<file path="config.mk">
export PLATFORM = sky130hd
export DESIGN_NAME = mem_access_stage
export DESIGN_NICKNAME = d
export VERILOG_FILES = /design/src/rtl/mem_pkg.sv /design/src/rtl/load_data_aligner.sv /design/src/rtl/mem_access_stage.sv
export SDC_FILE = /design/constraint.sdc
export NUM_CORES = 1
export LEC_CHECK = 0
export BUFFER_PORTS_ARGS = -buffer_cell sky130_fd_sc_hd__buf_2
export CAP_MARGIN = 10
export CORE_AREA = 5 5 122 124
export DETAILED_ROUTE_END_ITERATION = 10
export DIE_AREA = 0 0 127 129
export PLACE_DENSITY = 0.8
export SLEW_MARGIN = 40
export SYNTH_ARGS = -nofsm -noshare
export SYNTH_HDL_FRONTEND = slang
export SYNTH_SLANG_ARGS = --single-unit
</file>
<file path="constraint.sdc">
create_clock -name clk -period 3.2 [get_ports clk]
set_input_delay 0.16 -clock clk [delete_from_list [all_inputs] [get_ports clk]]
set_output_delay 0.16 -clock clk [all_outputs]
set_load 0.03 [all_outputs]
</file>
<file path="src/rtl/mem_pkg.sv">
// Shared encodings and lane helpers for the memory access stage.
package mem_pkg;

  typedef enum logic [1:0] {
    MEM_BYTE    = 2'd0,
    MEM_HALF    = 2'd1,
    MEM_WORD    = 2'd2,
    MEM_ILLEGAL = 2'd3
  } mem_size_e;

  typedef enum logic {
    IDLE = 1'b0,
    BUSY = 1'b1
  } state_e;

  // Illegal size is handled as a word everywhere below.
  function automatic logic is_misaligned(input mem_size_e size, input logic [1:0] lo);
    case (size)
      MEM_BYTE: return 1'b0;
      MEM_HALF: return lo[0];
      default:  return |lo;
    endcase
  endfunction

  function automatic logic [3:0] store_byte_en(input mem_size_e size, input logic [1:0] lo);
    case (size)
      MEM_BYTE: return 4'b0001 << lo;
      MEM_HALF: return lo[1] ? 4'b1100 : 4'b0011;
      default:  return 4'b1111;
    endcase
  endfunction

  function automatic logic [31:0] store_wdata(input mem_size_e size, input logic [31:0] data);
    case (size)
      MEM_BYTE: return {4{data[7:0]}};
      MEM_HALF: return {2{data[15:0]}};
      default:  return data;
    endcase
  endfunction

endpackage

</file>
<file path="src/rtl/load_data_aligner.sv">
// Selects the addressed byte/half lane of a read word and sign/zero extends it.
module load_data_aligner
  import mem_pkg::*;
(
  input  logic [31:0] rdata,
  input  logic [1:0]  addr_lo,
  input  mem_size_e   size,
  input  logic        is_unsigned,
  output logic [31:0] data
);

  logic [7:0]  byte_lane;
  logic [15:0] half_lane;

  always_comb begin
    byte_lane = rdata[{addr_lo, 3'b000} +: 8];
    half_lane = addr_lo[1] ? rdata[31:16] : rdata[15:0];
    case (size)
      MEM_BYTE: data = {{24{byte_lane[7] & ~is_unsigned}}, byte_lane};
      MEM_HALF: data = {{16{half_lane[15] & ~is_unsigned}}, half_lane};
      default:  data = rdata;
    endcase
  end

endmodule

</file>
<file path="src/rtl/mem_access_stage.sv">
// Pipeline memory stage: req/ack data memory access, store lane steering,
// load alignment and the MEM/WB pipeline register.
module mem_access_stage
  import mem_pkg::*;
(
  input  logic        clk,
  input  logic        rst,
  input  logic        exValid,
  input  logic [31:0] exAluOutput,
  input  logic [31:0] exStoreData,
  input  logic        exMemRead,
  input  logic        exMemWrite,
  input  logic [1:0]  exMemSize,
  input  logic        exMemUnsigned,
  input  logic        exMemToReg,
  input  logic        exRegWrite,
  input  logic [4:0]  exWriteReg,
  output logic        memStall,
  output logic        dmemReq,
  output logic        dmemWe,
  output logic [31:0] dmemAddr,
  output logic [31:0] dmemWdata,
  output logic [3:0]  dmemByteEn,
  input  logic [31:0] dmemRdata,
  input  logic        dmemAck,
  output logic        wbValid,
  output logic [31:0] wbMemoryData,
  output logic [31:0] wbAluOutput,
  output logic        wbMemOutOrAluOut,
  output logic        wbRegWrite,
  output logic [4:0]  wbWriteReg,
  output logic        misalignedFault
);

  state_e      state_q, state_d;
  logic [31:0] req_alu_q, req_alu_d;
  logic [31:0] req_wdata_q, req_wdata_d;
  logic [3:0]  req_be_q, req_be_d;
  logic        req_we_q, req_we_d;
  mem_size_e   req_size_q, req_size_d;
  logic        req_uns_q, req_uns_d;
  logic        req_m2r_q, req_m2r_d;
  logic        req_rw_q, req_rw_d;
  logic [4:0]  req_wreg_q, req_wreg_d;

  logic        wb_valid_q, wb_valid_d;
  logic [31:0] wb_mem_data_q, wb_mem_data_d;
  logic [31:0] wb_alu_q, wb_alu_d;
  logic        wb_m2r_q, wb_m2r_d;
  logic        wb_rw_q, wb_rw_d;
  logic [4:0]  wb_wreg_q, wb_wreg_d;
  logic        fault_q, fault_d;

  mem_size_e   ex_size;
  logic        ex_is_mem;
  logic        ex_mis;
  logic [31:0] load_data;

  assign ex_size   = mem_size_e'(exMemSize);
  assign ex_is_mem = exMemRead | exMemWrite;
  assign ex_mis    = ex_is_mem & is_misaligned(ex_size, exAluOutput[1:0]);

  load_data_aligner u_aligner (
    .rdata       (dmemRdata),
    .addr_lo     (req_alu_q[1:0]),
    .size        (req_size_q),
    .is_unsigned (req_uns_q),
    .data        (load_data)
  );

  always_comb begin
    state_d       = state_q;
    req_alu_d     = req_alu_q;
    req_wdata_d   = req_wdata_q;
    req_be_d      = req_be_q;
    req_we_d      = req_we_q;
    req_size_d    = req_size_q;
    req_uns_d     = req_uns_q;
    req_m2r_d     = req_m2r_q;
    req_rw_d      = req_rw_q;
    req_wreg_d    = req_wreg_q;
    wb_valid_d    = 1'b0;
    wb_mem_data_d = wb_mem_data_q;
    wb_alu_d      = wb_alu_q;
    wb_m2r_d      = wb_m2r_q;
    wb_rw_d       = 1'b0;
    wb_wreg_d     = wb_wreg_q;
    fault_d       = 1'b0;

    case (state_q)
      IDLE: begin
        if (exValid) begin
          if (!ex_is_mem) begin
            wb_valid_d = 1'b1;
            wb_alu_d   = exAluOutput;
            wb_m2r_d   = exMemToReg;
            wb_rw_d    = exRegWrite;
            wb_wreg_d  = exWriteReg;
          end else if (ex_mis) begin
            fault_d = 1'b1;
          end else begin
            state_d     = BUSY;
            req_alu_d   = exAluOutput;
            req_we_d    = exMemWrite;
            req_wdata_d = exMemWrite ? store_wdata(ex_size, exStoreData) : '0;
            req_be_d    = exMemWrite ? store_byte_en(ex_size, exAluOutput[1:0]) : '0;
            req_size_d  = ex_size;
            req_uns_d   = exMemUnsigned;
            req_m2r_d   = exMemToReg;
            req_rw_d    = exRegWrite & ~exMemWrite;
            req_wreg_d  = exWriteReg;
          end
        end
      end
      BUSY: begin
        if (dmemAck) begin
          state_d    = IDLE;
          wb_valid_d = 1'b1;
          wb_alu_d   = req_alu_q;
          wb_m2r_d   = req_m2r_q;
          wb_rw_d    = req_rw_q;
          wb_wreg_d  = req_wreg_q;
          if (!req_we_q) wb_mem_data_d = load_data;
        end
      end
      default: state_d = IDLE;
    endcase
  end

  always_ff @(posedge clk) begin
    if (rst) begin
      state_q       <= IDLE;
      req_alu_q     <= '0;
      req_wdata_q   <= '0;
      req_be_q      <= '0;
      req_we_q      <= 1'b0;
      req_size_q    <= MEM_BYTE;
      req_uns_q     <= 1'b0;
      req_m2r_q     <= 1'b0;
      req_rw_q      <= 1'b0;
      req_wreg_q    <= '0;
      wb_valid_q    <= 1'b0;
      wb_mem_data_q <= '0;
      wb_alu_q      <= '0;
      wb_m2r_q      <= 1'b0;
      wb_rw_q       <= 1'b0;
      wb_wreg_q     <= '0;
      fault_q       <= 1'b0;
    end else begin
      state_q       <= state_d;
      req_alu_q     <= req_alu_d;
      req_wdata_q   <= req_wdata_d;
      req_be_q      <= req_be_d;
      req_we_q      <= req_we_d;
      req_size_q    <= req_size_d;
      req_uns_q     <= req_uns_d;
      req_m2r_q     <= req_m2r_d;
      req_rw_q      <= req_rw_d;
      req_wreg_q    <= req_wreg_d;
      wb_valid_q    <= wb_valid_d;
      wb_mem_data_q <= wb_mem_data_d;
      wb_alu_q      <= wb_alu_d;
      wb_m2r_q      <= wb_m2r_d;
      wb_rw_q       <= wb_rw_d;
      wb_wreg_q     <= wb_wreg_d;
      fault_q       <= fault_d;
    end
  end

  // Stall and request depend on state alone, so upstream sees no path from ex* or ack.
  assign memStall         = (state_q == BUSY);
  assign dmemReq          = (state_q == BUSY);
  assign dmemWe           = (state_q == BUSY) & req_we_q;
  assign dmemAddr         = {req_alu_q[31:2], 2'b00};
  assign dmemWdata        = req_wdata_q;
  assign dmemByteEn       = req_be_q;
  assign wbValid          = wb_valid_q;
  assign wbMemoryData     = wb_mem_data_q;
  assign wbAluOutput      = wb_alu_q;
  assign wbMemOutOrAluOut = wb_m2r_q;
  assign wbRegWrite       = wb_rw_q;
  assign wbWriteReg       = wb_wreg_q;
  assign misalignedFault  = fault_q;

endmodule

</file>
# Yosys cells after proc, flatten, opt, wreduce, memory -nomap -nowiden
# Cells that the tools add are included.
dict set report totals {
  ff_bits 153
  inputBits 112
  output_inout_bits 144
}
dict set report op_classes {
  n_mux 34
  n_reduce_logical 7
  n_shift 2
  eq_ne 5
  bitwise 13
}
# cell count
set ops {}
lappend ops {{$pmux 32 s2} 3}
lappend ops {{$mux 32} 4}
lappend ops {{$shiftx 32x6->8} 1}
lappend ops {{$mux 16} 1}
lappend ops {{$mux 5} 3}
lappend ops {{$mux 1} 14}
lappend ops {{$pmux 1 s2} 5}
lappend ops {{$pmux 5 s2} 1}
lappend ops {{$mux 4} 2}
lappend ops {{$pmux 4 s2} 1}
lappend ops {{$not 1->1} 7}
lappend ops {{$ne 2x2->1 const B} 3}
lappend ops {{$reduce_and 3->1} 2}
lappend ops {{$and 1x1->1} 5}
lappend ops {{$eq 2x1->1 const B} 2}
lappend ops {{$logic_not 2->1} 2}
lappend ops {{$reduce_and 4->1} 1}
lappend ops {{$reduce_or 4->1} 1}
lappend ops {{$shl 1x2->4 const A} 1}
lappend ops {{$reduce_or 2->1} 1}
lappend ops {{$or 1x1->1} 1}

# Logic depth before layout (Yosys ltp)
dict set report depth {
  depth_word 7
  depth_mapped 7
  ltp_nobuf 4
}

# Modules after synthesis
# Synthesis repeated with hierarchy kept, for this count alone.
dict set report unflattened {
  hier_cells 878
  area_unflattened_um2 7085.5
}
# mod seq_area_each_um2 cells_per_inst instances area_per_inst_um2
set modules_own_cells {}
lappend modules_own_cells {mem_access_stage 3062.9 756 1 6391.1}
lappend modules_own_cells {load_data_aligner 0.0 122 1 694.4}

# Worst setup path after synthesis
# Ideal clock, no wire load.
dict set report synth_timing {
  path_type {flip-flop to flip-flop}
  start {register state_q (netlist: dmemReq)}
  end {register wb_mem_data_q[30] (netlist: wbMemoryData[30])}
  stages_incl_launch_ff 7
  period_less_slack_ns 1.713
  t_arrival_ns 1.628
  slack_ns 1.487
  t_required_ns 3.114
  n_path_buf 3
  cell_sequence {dfxtp_1 -> buf_2 -> and3b_1 -> buf_2 -> clkbuf_1 -> nor2_1 -> a211oi_1}
}
dict set report synth_via {
  elab_chain_len 1
}
# item line
set synth_lines {}
lappend synth_lines {{from (decl)} mem_access_stage.sv:35} ;# state_e state_q, state_d;
lappend synth_lines {{from (signal assigned)} mem_access_stage.sv:150} ;# state_q <= state_d;
lappend synth_lines {{$reduce_and 3->1 (no source line)} n/a}
lappend synth_lines {{to (signal assigned)} mem_access_stage.sv:161} ;# wb_mem_data_q <= wb_mem_data_d;
lappend synth_lines {{to (decl)} mem_access_stage.sv:47} ;# logic [31:0] wb_mem_data_q, wb_mem_data_d;
# No other way between the ends.
# A chain may end at the register's enable or synchronous reset.

# Worst setup path in the final report
dict set report layout_timing {
  start {register state_q (netlist: dmemReq)}
  end {register wb_alu_q[10] (netlist: wbAluOutput[10])}
}
dict set report layout_via {
  elab_chain_len 3
  word_cells_on_any_way 6
  classes_between {eq/ne: 3; mux: 1; bitwise: 1; reduce/logical: 1}
}
# item line
set layout_lines {}
lappend layout_lines {{$not 1->1 (no source line)} n/a}
lappend layout_lines {{$ne 2x2->1 (no source line)} n/a}
lappend layout_lines {{$reduce_and 3->1 (no source line)} n/a}
lappend layout_lines {{to (signal assigned)} mem_access_stage.sv:162} ;# wb_alu_q <= wb_alu_d;
lappend layout_lines {{to (decl)} mem_access_stage.sv:48} ;# logic [31:0] wb_alu_q, wb_alu_d;
# Parallel ways exist; a longest one is shown, timed or not.

==> summary.md <==
| Metric | Value |
|---|---|
| DRC | `0` |
| Compound-cell area share of the yosys netlist | `19.4%` |
| CP max FO | `23` |
| Vias/cell | `5.44` |
| P_sw | `0.00137 W` |
| Final setup TNS | `0 ns` |
| Count of state elements after synthesis | `153` |
| Wire per inst | `16.8 µm` |
| Drt initial violations | `398` |
| Gpl congestion | `0.926` |
| Setup CP Type | `flop to flop` |
| RSZ-0062 raised after global routing | `no` |
| H-tree lvl count | `4` |
| Vias in the first global route | `6,338` |
| Via count | `6,508` |
| Initial core utilization | `49.8%` |
| Final setup fails | `0` |
| CP max stage delay | `0.44 ns` |
| Main synth FF type | `dfxtp_1` |
| PnR Total Power | `0.00492 W` |
| Num Clock Sinks | `153` |
| Mapped Cells | `778` |
| XOR/XNOR Fraction of Synth Area | `0%` |
| Top cell type's share of synthesized area | `45.0%` |
| Post-Synth Adder-Cell Area | `0%` |
| Area contributors post-synth | `dfxtp_1, mux2i_1, a211oi_1` |
| LEAKAGE | `3.80 nW` |
| Clk pwr share | `41.0%` |
| Nets@finish | `1,117` |
| Reg clk slew, reported paths | `0.06 ns` |
| Drt first pass iters | `5` |
| Port-buffer cells | `253` |
| CP Capture Type | `flop` |
| Max-cap violations | `0` |
| CTS buffer count | `17` |
| Least-Margin Pin Slew | `0.789 ns` |
| Reg-to-reg endpoint | `wbAluOutput[10]$_SDFFE_PP0P_` |
| Fin. Hold Viols | `0` |
| Setup bufs post-CTS | `0` |
| Initial antenna violation count | `0` |
| Post-synthesis mux area share | `12.0%` |
| Synth area leader | `dfxtp_1` |
| Total grt overflow | `0` |
| Row count | `43` |
| Die width | `127 µm` |
| Die ar. | `16,400 µm²` |
| Reg power frac | `42.0%` |
| Slowest CP cell | `a21o_2` |
| Post-Synth Simple-Gate Area | `15.1%` |
| Syn Area/Cell | `8.74 µm²` |
| Worst-Skew Late Latency | `0.42 ns` |
| Max Root-Sink Buffers | `2` |
| Async S/R FF share, synth | `0%` |
| Setup crit start kind | `flop` |
| Delay-heaviest family, CP | `compound AO/OA/AOI/OAI gates` |
| Global-route wire length before repair | `31.4 mm` |
| TritonCTS clock tree | `done` |
| Clock Tree Root | `clkbuf_16` |
| Antenna fix cells | `0` |
| Area Overhead vs Synth | `30.6%` |
| Die H | `129 µm` |
| Yosys cell types | `42` |
| Worst min path class | `input port to flop` |
| Tcrit/Tclk final | `65.2%` |
| Antenna Violating Nets Remaining | `0` |
| Share of post-route cells with drive strength above 1 | `33.0%` |
| Main combinational cell family by area after synthesis | `compound AO/OA/AOI/OAI gates` |
| VDD IR max | `402 µV` |
| Hold Crit Start | `dmemRdata[16]` |
| Max Fclk | `479 MHz` |
| YS warnings | `0` |
| Crit path buf inv count | `1` |
| Worst Path Arrival | `2.40 ns` |
| Post-Route WL | `20.1 mm` |
| CP endpoint | `wbAluOutput[10]$_SDFFE_PP0P_` |
| R2R depth | `5` |
| Combinational fraction of design power | `17.0%` |
| Placed cell area | `7880 µm²` |
| Largest net degree at the start of global routing | `82` |
| Critical path depth | `5` |
| Worst slew margin | `47.4%` |
| RR Startpoint | `dmemReq$_SDFF_PP0_` |
| Core footprint | `13,700 µm²` |
| Design Area, Final | `8880 µm²` |
| Post-DP HPWL | `13.6 mm` |
| Sw Ratio | `27.8%` |
| Crit-path cells | `nor4b_1, a21o_2, buf_4, nor2_1, a211oi_1` |
| Start point of the critical path | `dmemReq$_SDFF_PP0_` |
| Power Dens Cells | `554 nW/µm²` |
| I/O pins | `256` |
| Worst Skew | `0.00756 ns` |
| Status | `complete, no violations` |
| Synthesized cell area | `6800 µm²` |
| Critical Path RT | `3.51 ns` |
| Fin crit period | `2.09 ns` |
| Number of flops mapped to enable cells by yosys | `0` |
| FF-to-FF setup slack | `1.11 ns` |
| Register area share after synthesis | `45.0%` |
| GRT Util Overall | `23.9%` |
| Internal Power | `0.00355 W` |
| Resize count post-CTS | `0` |
| Fin. max-slew vios | `0` |
## worst min-delay path: stages
cell and delay, ns:
buf_2 0.11, nand2_1 0.06, a211oi_1 0.06
## sequential cells by signal (all words and copies together), names as in the netlist
name and cells:
dmemByteEn 4, dmemReq 1, dmemWdata 32, misalignedFault 1, req_alu_q 32, req_m2r_q 1
req_rw_q 1, req_size_q 2, req_uns_q 1, req_we_q 1, req_wreg_q 5, wbAluOutput 32
wbMemOutOrAluOut 1, wbMemoryData 32, wbRegWrite 1, wbValid 1, wbWriteReg 5
## routing by layer
layer	up-vias	part of all wire (%)	wire [µm]	GRT usage, %
li1	3144	-	-	-
met1	2988	39	7840	27.0
met2	297	49	9800	40.3
met3	79	7.7	1550	7.26
met4	0	4.8	958	13.6
met5	-	0	0	0
## timing repair
| item | 4_1_cts | 5_1_grt |
|---|---|---|
| endpoints found under the setup margin | 0 | 0 |
| hold endpoints to repair | 40 | 0 |
| hold buffers | 40 | 0 |
## worst min-delay path by stage
| stage | to | slack [ns] | depth (start not counted) |
|---|---|---|---|
| floorplan | wbRegWrite$_SDFF_PP0_ | 0.29 | 2 |
| global placement | wbRegWrite$_SDFF_PP0_ | 0.40 | 3 |
| detailed placement | wbRegWrite$_SDFF_PP0_ | 0.41 | 3 |
| CTS | wbMemoryData[19]$_SDFFE_PP0P_ | 0.001 | 3 |
| global route | wbMemoryData[17]$_SDFFE_PP0P_ | 0.02 | 3 |
| finish | wbMemoryData[16]$_SDFFE_PP0P_ | 0.02 | 3 |
## synth_stat cells (2+ instances only)
cell and count:
mux2_2 30, a22oi_1 32, nand2_1 119, a221o_1 7
o22ai_1 2, nand3b_1 10, dfxtp_1 153, nor2b_1 3
clkbuf_1 26, nor3_1 8, a21oi_1 60, nor2_1 100
mux2i_1 48, buf_2 29, o21ai_1 3, buf_4 40
o21ai_0 16, a211oi_1 63, inv_1 4, buf_1 3
## per-stage QoR
step,hold WS (ns),std cells,worst slack (ns),utilization (%)
6_report,0.0159,1197,1.11,65.0
5_1_grt,0.0166,1197,0.908,65.0
4_1_cts,0.00116,1197,1.17,65.0
3_5_place_dp,0.413,1126,1.19,57.7
3_3_place_gp,0.403,1126,1.25,57.7
2_1_floorplan,0.293,779,1.49,-
## kinds of logic after synthesis
family,count (synthesis)
AO/OA/AOI/OAI,194
other,1
flip-flops,153
buffers and inverters,102
AND/OR/NAND/NOR,250
multiplexers,78
## layout by cell type (no fill, tap or decap), drive strengths merged, types with 2 or more instances in the layout
cell / n
dfxtp: 153
nor2b: 3
clkbuf: 19
conb: 2
inv: 6
a211oi: 64
a221o: 7
a22oi: 32
o22ai: 3
buf: 265
nor3: 8
mux2i: 48
clkinv: 6
nor2: 101
nand2: 119
mux2: 30
nand3b: 10
a21oi: 61
bufinv: 3
o21ai: 19
dlygate4sd3: 40
## final cells by class
| cell class | count | area [µm²] |
|---|---|---|
| clock inverters | 12 | 149 |
| inverters | 4 | 15.0 |
| well taps | 180 | 225 |
| repair buffers | 305 | 1800 |
| flip-flops and latches | 153 | 3060 |
| fillers | 1142 | 4780 |
| multi-input cells | 524 | 3190 |
| clock buffers | 19 | 443 |
## power by group through the flow
| stage | sequential [W] | combinational (W) | clock, W |
|---|---|---|---|
| final | 0.00207 | 0.000838 | 0.00202 |
| after global routing | 0.00208 | 0.000901 | 0.00215 |
| after CTS | 0.00207 | 0.000833 | 0.00205 |
| after detailed placement | 0.00211 | 0.000791 | 0 |
| after global placement | 0.00210 | 0.000780 | 0 |
| after floorplan | 0.00224 | 0.000424 | 0 |
No activity file was read; power rests on OpenSTA's default activity.
